### src/rtl/paddle_renderer_if.sv
// paddle_renderer_if: frame tick / paddle position in, VGA pixel-write port and status out
interface paddle_renderer_if;
  logic       frame_tick;
  logic [9:0] paddle_x;
  logic [9:0] vga_x;
  logic [8:0] vga_y;
  logic [2:0] vga_colour;
  logic       plot;
  logic       busy;
  logic       done;
  modport master (
    output frame_tick, paddle_x,
    input  vga_x, vga_y, vga_colour, plot, busy, done
  );
  modport slave (
    input  frame_tick, paddle_x,
    output vga_x, vga_y, vga_colour, plot, busy, done
  );
endinterface

### src/rtl/paddle_renderer.sv
// paddle_renderer: erases the old paddle rectangle and plots the new one into the VGA frame buffer once per frame
//   clk, resetn (async, active-high)
//   bus.frame_tick/paddle_x in; bus.vga_x/vga_y/vga_colour/plot pixel writes out; bus.busy/done status out
module paddle_renderer #(
  parameter int         HALF_W   = 40,
  parameter int         HEIGHT   = 4,
  parameter int         PADDLE_Y = 460,
  parameter int         SCREEN_W = 640,
  parameter logic [2:0] COLOUR   = 3'b111,
  parameter int         RESET_X  = 320
) (
  input logic              clk,
  input logic              resetn,
  paddle_renderer_if.slave bus
);
  typedef enum logic [1:0] {IDLE, ERASE, DRAW, FIN} state_t;
  localparam logic [10:0] HW   = 11'(HALF_W);
  localparam logic [10:0] XMAX = 11'(SCREEN_W - 1);
  localparam logic [8:0]  Y0   = 9'(PADDLE_Y);
  localparam logic [8:0]  Y1   = 9'(PADDLE_Y + HEIGHT - 1);
  state_t     state;
  logic [9:0] new_x;
  logic [9:0] drawn_x;
  logic       first_draw;
  logic [9:0] cur;
  // 11-bit arithmetic: bit 10 of the difference flags an underflow past column 0
  function automatic logic [9:0] lo(input logic [9:0] c);
    logic [10:0] d;
    d = {1'b0, c} - HW;
    return d[10] ? 10'd0 : d[9:0];
  endfunction
  function automatic logic [9:0] hi(input logic [9:0] c);
    logic [10:0] s;
    s = {1'b0, c} + HW;
    return s > XMAX ? XMAX[9:0] : s[9:0];
  endfunction
  assign cur = state == ERASE ? drawn_x : new_x;
  always_ff @(posedge clk or posedge resetn) begin
    if (resetn) begin
      state          <= IDLE;
      new_x          <= '0;
      drawn_x        <= 10'(RESET_X);
      first_draw     <= 1'b1;
      bus.vga_x      <= '0;
      bus.vga_y      <= '0;
      bus.vga_colour <= '0;
      bus.plot       <= 1'b0;
      bus.busy       <= 1'b0;
      bus.done       <= 1'b0;
    end else begin
      case (state)
        IDLE: if (bus.frame_tick) begin
          new_x <= bus.paddle_x;
          if (first_draw) begin
            state          <= DRAW;
            bus.vga_x      <= lo(bus.paddle_x);
            bus.vga_y      <= Y0;
            bus.vga_colour <= COLOUR;
            bus.plot       <= 1'b1;
            bus.busy       <= 1'b1;
          end else if (bus.paddle_x == drawn_x) begin
            state    <= FIN;
            bus.done <= 1'b1;
          end else begin
            state          <= ERASE;
            bus.vga_x      <= lo(drawn_x);
            bus.vga_y      <= Y0;
            bus.vga_colour <= 3'b000;
            bus.plot       <= 1'b1;
            bus.busy       <= 1'b1;
          end
        end
        ERASE, DRAW: begin
          if (bus.vga_x != hi(cur)) begin
            bus.vga_x <= bus.vga_x + 10'd1;
          end else if (bus.vga_y != Y1) begin
            bus.vga_x <= lo(cur);
            bus.vga_y <= bus.vga_y + 9'd1;
          end else if (state == ERASE) begin
            // erase ends straight into the draw sweep with no idle cycle
            state          <= DRAW;
            bus.vga_x      <= lo(new_x);
            bus.vga_y      <= Y0;
            bus.vga_colour <= COLOUR;
          end else begin
            state    <= FIN;
            bus.plot <= 1'b0;
            bus.busy <= 1'b0;
            bus.done <= 1'b1;
          end
        end
        FIN: begin
          state      <= IDLE;
          bus.done   <= 1'b0;
          drawn_x    <= new_x;
          first_draw <= 1'b0;
        end
        default: state <= IDLE;
      endcase
    end
  end
endmodule
### src/flat_wrapper.sv
// flat-port wrapper written by rule: the top's interface ports become plain ports
module paddle_renderer_flat 
#(
  parameter int         HALF_W   = 40,
  parameter int         HEIGHT   = 4,
  parameter int         PADDLE_Y = 460,
  parameter int         SCREEN_W = 640,
  parameter logic [2:0] COLOUR   = 3'b111,
  parameter int         RESET_X  = 320
)
  (clk, resetn, bus_frame_tick, bus_paddle_x, bus_vga_x, bus_vga_y, bus_vga_colour, bus_plot, bus_busy, bus_done);
  paddle_renderer_if bus_i ();
  input logic clk;
  input logic resetn;
  input wire logic [$bits(bus_i.frame_tick)-1:0] bus_frame_tick;
  input wire logic [$bits(bus_i.paddle_x)-1:0] bus_paddle_x;
  output wire logic [$bits(bus_i.vga_x)-1:0] bus_vga_x;
  output wire logic [$bits(bus_i.vga_y)-1:0] bus_vga_y;
  output wire logic [$bits(bus_i.vga_colour)-1:0] bus_vga_colour;
  output wire logic [$bits(bus_i.plot)-1:0] bus_plot;
  output wire logic [$bits(bus_i.busy)-1:0] bus_busy;
  output wire logic [$bits(bus_i.done)-1:0] bus_done;
  assign bus_i.frame_tick = bus_frame_tick;
  assign bus_i.paddle_x = bus_paddle_x;
  assign bus_vga_x = bus_i.vga_x;
  assign bus_vga_y = bus_i.vga_y;
  assign bus_vga_colour = bus_i.vga_colour;
  assign bus_plot = bus_i.plot;
  assign bus_busy = bus_i.busy;
  assign bus_done = bus_i.done;
  paddle_renderer #(.HALF_W(HALF_W), .HEIGHT(HEIGHT), .PADDLE_Y(PADDLE_Y), .SCREEN_W(SCREEN_W), .COLOUR(COLOUR), .RESET_X(RESET_X)) u_core (.clk(clk), .resetn(resetn), .bus(bus_i));
endmodule
### config.mk
export PLATFORM = sky130hd
export DESIGN_NAME = paddle_renderer_flat
export DESIGN_NICKNAME = d
export VERILOG_FILES = /design/src/rtl/paddle_renderer_if.sv /design/src/rtl/paddle_renderer.sv /design/src/flat_wrapper.sv
export SDC_FILE = /design/constraint.sdc
export NUM_CORES = 1
export LEC_CHECK = 0
export ABC_AREA = 1
export CORE_UTILIZATION = 47
export DETAILED_ROUTE_END_ITERATION = 16
export GPL_TIMING_DRIVEN = 0
export PLACE_DENSITY = 0.69
export SLEW_MARGIN = 20
export SYNTH_ARGS = -nofsm -noshare
export SYNTH_HDL_FRONTEND = slang
export SYNTH_SLANG_ARGS = --single-unit
### constraint.sdc
create_clock -name clk -period 2.85 [get_ports clk]
set_input_delay 0.285 -clock clk [delete_from_list [all_inputs] [get_ports clk]]
set_output_delay 0.285 -clock clk [all_outputs]
set_load 0.005 [all_outputs]
==> flow_metrics.py, run 1 <==
metrics = {
    "timing": {
        "clock.fmax_mhz": 328,
        "skew_ns": 0.0163,
        "hold_viol": 0,
        "setup_viol": 24,
        "slew_violations": 0,
        "hold_slack_ns": 0.330,
        "fin_crit_sh_pct": 107,
        "timing.final.ws_setup_ns": -0.196,
        "rsz0062_at_grt": "true",
        "worstMarginPinSlew_ns": 0.636,
        "min_period_ns": 3.05,
        "fin_setup_tns_ns": -3.33,
        "relSlewSlack_pct": 57.4,
    },
    "worst_setup_path": {
        "rr_endpoint": "u_core.bus.vga_y[0]",
        "worstPathRequired_ns": 3.05,
        "critPathCapture": "u_core.bus.vga_y[0]",
        "rr_worst_depth": 25,
        "slowest_delay_ns": 0.42,
        "path_class": "flip-flop to flip-flop",
        "reg2reg_slack_ns": -0.20,
        "arrival_ns": 3.25,
        "startpoint": "u_core.state[1]",
        "cp_max_fo": 5,
        "reg2reg_from": "u_core.state[1]",
        "crit_path_top_delay_cell": "dfrtp_2",
        "worstSetupStartpointType": "flip-flop",
        "crit_top_cell": "nand2_4",
        "endpoint_kind": "flip-flop",
    },
    "logic_synthesis": {
        "synth_enable_flop_cells": 0,
        "synth_mux_area_share_pct": 0,
        "async_flop_share_pct": 100,
        "synth_area_leaders": "dfrtp_1, nand2_1, nand3_1",
        "ys_seq_elements": 45,
        "synth_cells": 597,
        "synth_top_cell_area_share_pct": 26.6,
        "synth_compound_area_share_pct": 11.4,
        "ys_seq_area_share_pct": 28.6,
        "synth_top_family_by_area": "simple AND/OR/NAND/NOR gates",
        "synth_warnings": 0,
        "synth_top_flop_cell": "dfrtp_1",
        "synthAdderAreaFrac_pct": 4.43,
        "synth_cell_type_count": 37,
        "netlist_area_sq_um": 3950,
        "synth.avg_cell_area_sq_um": 6.62,
        "synthXorXnorAreaFrac_pct": 5.54,
        "synth_top_cell_by_area": "dfrtp_1",
        "yosysMostFrequentCell": "nand2_1",
        "synthTopCellsByCount": "nand2_1, inv_1, nand3_1, dfrtp_1, nor2_1",
        "synthSimpleGateAreaFrac_pct": 39.1,
        "synth_nets": 624,
    },
    "drt": {
        "routed_wl_um": 11500,
        "vias": 4181,
        "wl_per_cell_um": 15.0,
        "drtPass1Iterations": 5,
        "detail_route.iter0.violations": 251,
        "via_per_inst": 5.42,
        "ant_nets": 0,
        "drc": 0,
    },
    "cts": {
        "cts.hold.buffers_added": 0,
        "cts.sink_count": 45,
        "cts_buffer_depth": 2,
        "clk_latency_ns": 0.31,
        "root_buffer": "clkbuf_8",
        "cts-htree-levels": 2,
        "cts_tree": "built",
        "clk_pin_slew_ns": 0.10,
        "cts_made_buffers": 5,
    },
    "placement": {
        "dpl_cell_area_sq_um": 4500,
        "place.port_buffers": 37,
        "gp_congestion": 0.931,
        "dp_hpwl_um": 8550,
        "place_worst_setup_slack_ns": -0.407,
    },
    "layout": {
        "post-route-cell-area_sq_um": 5040,
        "nets": 692,
        "fin_util_pct": 61.7,
        "antenna_cells": 0,
        "drive_above_1_share_pct": 20.7,
        "area_delta_synth_final_pct": 27.6,
    },
    "floorplan": {
        "rows": 33,
        "initial_utilization_pct": 48.3,
        "ios": 38,
        "dieArea_sq_um": 8780,
        "core_sq_um": 8180,
        "die_w_um": 93.7,
        "dieHeight_um": 93.7,
    },
    "grt": {
        "grt_antenna_before_repair": 0,
        "track_usage_pct": 28.2,
        "grt_max_degree": 25,
        "grt-ovfl-total": 0,
        "grt_pass1_vias": 4101,
        "grt_first_pass_wirelength_um": 19300,
    },
    "pwr": {
        "power_density_nw_per_um2": 227,
        "vdd_ir_drop_max_v": 0.000152,
        "p_leak_nw": 2.47,
    },
    "min_path": {
        "min_path_type": "input port to async pin",
    },
    "outcome": {
        "violations": "setup timing",
        "status": "finished with violations",
    },
    "job": {
        "drv_cap": 0,
    },
}
[area by class of cell]
cell class / instances / area, sq um
Buffer: 18 / 143
Clock buffer: 7 / 86.3
Clock inverter: 1 / 7.51
Fill cell: 774 / 3130
Inverter: 81 / 312
Multi-Input combinational cell: 453 / 2630
Sequential cell: 45 / 1130
Tap cell: 105 / 131
Timing Repair Buffer: 61 / 602
[worst max-delay path, delay by kind of cell (launching register included)]
kind                       cells  cell delay, ns
buffers and inverters          6            0.60
adders and majority gates      2            0.42
DFF                            1            0.42
AOI/OAI and AO/OA              1            0.05
and+or+nand+nor               16            1.40
[routing by layer]
metal,part of all wire (%),routed length (um),vias up,global-route usage [%]
li1,-,-,2043,-
met4,2.2,253,0,8.33
met5,0,0,-,0
met2,49,5680,146,48.7
met3,5.7,653,24,3.80
met1,43,4960,1968,36.7
[metrics by stage]
stage	power (mW)	cells
4_1_cts	1.15	768
5_1_grt	1.18	771
2_1_floorplan	0.677	597
6_report	1.15	771
3_3_place_gp	0.708	739
3_5_place_dp	0.712	740
[power by group]
group	leakage [nW]	switching, mW	internal [mW]
clock	0.0445	0.250	0.198
combinational	1.84	0.0356	0.0250
sequential	0.585	0	0.638
total	2.47	0.286	0.861
[worst min path at each step]
stage,start,to,slack [ns],cells past startpoint
after floorplan,bus_paddle_x[1],u_core.new_x[1],0.44,2
after global placement,u_core.new_x[1],u_core.drawn_x[1],0.46,2
after detailed placement,u_core.bus.done,u_core.bus.done,0.48,2
after CTS,resetn,u_core.new_x[3],0.35,2
after global routing,resetn,u_core.new_x[3],0.39,2
final,resetn,u_core.new_x[3],0.33,2
[cell usage in the layout, fill, tap and decap left out, types with 4 or more instances in the layout]
cell type / netlist / routed
buf_6: 6 / 6
nor2_1: 41 / 38
o21ai_2: 6 / 6
dfrtp_1: 42 / 40
o22ai_1: 6 / 6
nand2_1: 177 / 159
clkbuf_1: 7 / 8
inv_1: 78 / 72
a21oi_1: 21 / 17
clkdlybuf4s50_1: 0 / 37
xor2_1: 23 / 22
nand2_4: 7 / 14
ha_1: 14 / 11
inv_2: 3 / 6
clkbuf_8: 0 / 6
buf_4: 3 / 19
nand3_1: 59 / 48
nand2_2: 16 / 25
nor2_4: 2 / 4
a21oi_2: 0 / 4
or2_2: 4 / 4
nand4_1: 9 / 9
nand3_2: 4 / 14
nor3_1: 12 / 12
o21ai_0: 36 / 35
[registers in the layout, indices dropped and copies added (netlist names)]
| register | cells |
|---|---|
| u_core.bus.plot | 1 |
| u_core.state | 2 |
| u_core.bus.done | 1 |
| u_core.bus.vga_colour | 1 |
| u_core.first_draw | 1 |
| u_core.bus.vga_x | 10 |
| u_core.new_x | 10 |
| u_core.drawn_x | 10 |
| u_core.bus.vga_y | 9 |
[cell families (layout without fill, tap and decap cells)]
family                     Yosys count  count (layout)
and+or+nand+nor                    335             335
DFF                                 45              45
AOI/OAI and AO/OA                   79              79
adders and majority gates           14              14
xor gates and xnor gates            25              25
buffers and inverters               99             168
[timing repair]
action,4_1_cts,5_1_grt
cloned,3,1
endpoints found under the hold margin,0,0
pin swaps,16,21
resized for setup,35,36
buffers inserted,17,2
endpoints found under the setup margin,24,24
No activity file was read; power rests on OpenSTA's default activity.
==> run 2, diff against run 1 <==
--- a/config.mk
+++ b/config.mk
@@ -10,6 +10,7 @@
 export DETAILED_ROUTE_END_ITERATION = 16
 export GPL_TIMING_DRIVEN = 0
 export PLACE_DENSITY = 0.69
+export SETUP_SLACK_MARGIN = 0.02
 export SLEW_MARGIN = 20
 export SYNTH_ARGS = -nofsm -noshare
 export SYNTH_HDL_FRONTEND = slang
==> flow_metrics.py, run 2 (synthesis gave the netlist of run 1 again) <==
metrics = {
    "outcome": {
        "status": "finished with violations",
        "violations": "setup timing",
    },
    "timing": {
        "min_period_ns": 3.00,
        "relSlewSlack_pct": 52.4,
        "hold_slack_ns": 0.321,
        "setup_viol": 24,
        "slew_violations": 0,
        "worstMarginPinSlew_ns": 0.712,
        "clock.fmax_mhz": 333,
        "timing.final.ws_setup_ns": -0.155,
        "skew_ns": 0.00776,
        "fin_setup_tns_ns": -2.86,
        "rsz0062_at_grt": "true",
        "fin_crit_sh_pct": 105,
        "hold_viol": 0,
    },
    "pwr": {
        "vdd_ir_drop_max_v": 0.000230,
        "p_leak_nw": 2.57,
        "power_density_nw_per_um2": 235,
        "total_power_mw": 1.23,
    },
    "layout": {
        "largest_registers": "u_core.bus.vga_x: 10 flops, u_core.drawn_x: 10 flops, u_core.new_x: 10 flops",
        "final_cells": 774,
        "drive_above_1_share_pct": 24.4,
        "post-route-cell-area_sq_um": 5210,
        "nFillCells": 731,
        "area_delta_synth_final_pct": 31.8,
        "antenna_cells": 0,
        "fin_util_pct": 63.7,
        "final_cell_mix": "nand2_1, inv_1, nand3_1, dfrtp_1, nand2_2",
        "layout_commonest_cell": "nand2_1",
        "nets": 695,
    },
    "worst_setup_path": {
        "worst-path-buf-inv": 6,
        "worstPathRequired_ns": 3.08,
        "worstSetupStartpointType": "flip-flop",
        "endpoint_kind": "flip-flop",
        "reg2reg_slack_ns": -0.15,
        "path_class": "flip-flop to flip-flop",
        "cp_max_fo": 6,
        "cp.depth": 26,
        "rr_worst_depth": 26,
        "arrival_ns": 3.24,
        "critical-path-top-delay-family": "simple AND/OR/NAND/NOR gates",
        "slowest_delay_ns": 0.40,
        "crit_path_top_delay_cell": "dfrtp_1",
    },
    "floorplan": {
        "initial_utilization_pct": 48.3,
        "dieHeight_um": 93.7,
        "core_sq_um": 8180,
        "ios": 38,
        "dieArea_sq_um": 8780,
        "die_w_um": 93.7,
        "rows": 33,
    },
    "drt": {
        "wl_per_cell_um": 15.4,
        "routed_wl_um": 11900,
        "ant_nets": 0,
        "drtPass1Iterations": 5,
        "drc": 0,
        "via_per_inst": 5.47,
        "vias": 4237,
        "detail_route.iter0.violations": 185,
    },
    "cts": {
        "clk_latency_ns": 0.30,
        "cts-htree-levels": 2,
        "cts_buffer_depth": 2,
        "cts.hold.buffers_added": 0,
        "cts_tree": "built",
        "root_buffer": "clkbuf_8",
        "cts.sink_count": 45,
        "cts_made_buffers": 5,
        "clk_pin_slew_ns": 0.09,
    },
    "grt": {
        "grt_pass1_vias": 4122,
        "grt_first_pass_wirelength_um": 18900,
        "grt-ovfl-total": 0,
        "grt_max_degree": 26,
        "track_usage_pct": 27.7,
        "grt_antenna_before_repair": 0,
    },
    "job": {
        "drv_cap": 0,
    },
    "placement": {
        "dpl_cell_area_sq_um": 4500,
        "place.port_buffers": 37,
        "place_worst_setup_slack_ns": -0.420,
        "dp.cells": 740,
        "gp_congestion": 0.919,
        "dp_hpwl_um": 8560,
    },
    "min_path": {
        "min_path_type": "input port to async pin",
    },
}
## run 2: cell count changes in the layout (fill, tap and decap cells not counted), sizes merged
cell	change
clkinvlp	-1
buf	+3
bufinv	+1
## run 2: report_power, final
part	internal, mW	leakage (nW)	switching, mW	total, mW
clock network	0.287	0.0585	0.240	0.526
logic	0.0250	1.92	0.0360	0.0610
registers	0.638	0.587	0	0.638
total	0.950	2.57	0.276	1.23
## run 2: layout make-up
class                           count  area, sq um  area share, %
Inverter                           81          314           6.03
Timing Repair Buffer               64          664           12.7
Tap cell                          105          131           2.52
Clock inverter                      1         30.0          0.576
Buffer                             18          146           2.81
Clock buffer                        7         86.3           1.66
Sequential cell                    45         1130           21.7
Multi-Input combinational cell    453         2710           52.0
## run 2: metal layers
layer	global-route usage (%)	vias to the layer above	wire length, um
met2	49.6	130	6060
met1	32.9	2031	4960
li1	-	2047	-
met3	4.61	29	627
met5	0	-	0
met4	10.4	0	274
## run 2: what timing repair did
item | in CTS | in global routing
setup buffers | 16 | 6
gates resized for setup | 47 | 56
gates cloned | 4 | 0
pin swaps | 21 | 28
hold endpoints to repair | 0 | 0
endpoints found under the setup margin | 24 | 24
## run 2: final timing paths
check,from,endpoint
hold / removal,resetn,u_core.new_x[9]
max in group asynchronous,resetn,u_core.first_draw
min in group clk,u_core.new_x[1],u_core.drawn_x[1]
setup / recovery,u_core.state[1],u_core.bus.vga_y[6]
hold reg to reg,u_core.new_x[1],u_core.drawn_x[1]
setup reg to reg,u_core.state[1],u_core.bus.vga_y[6]
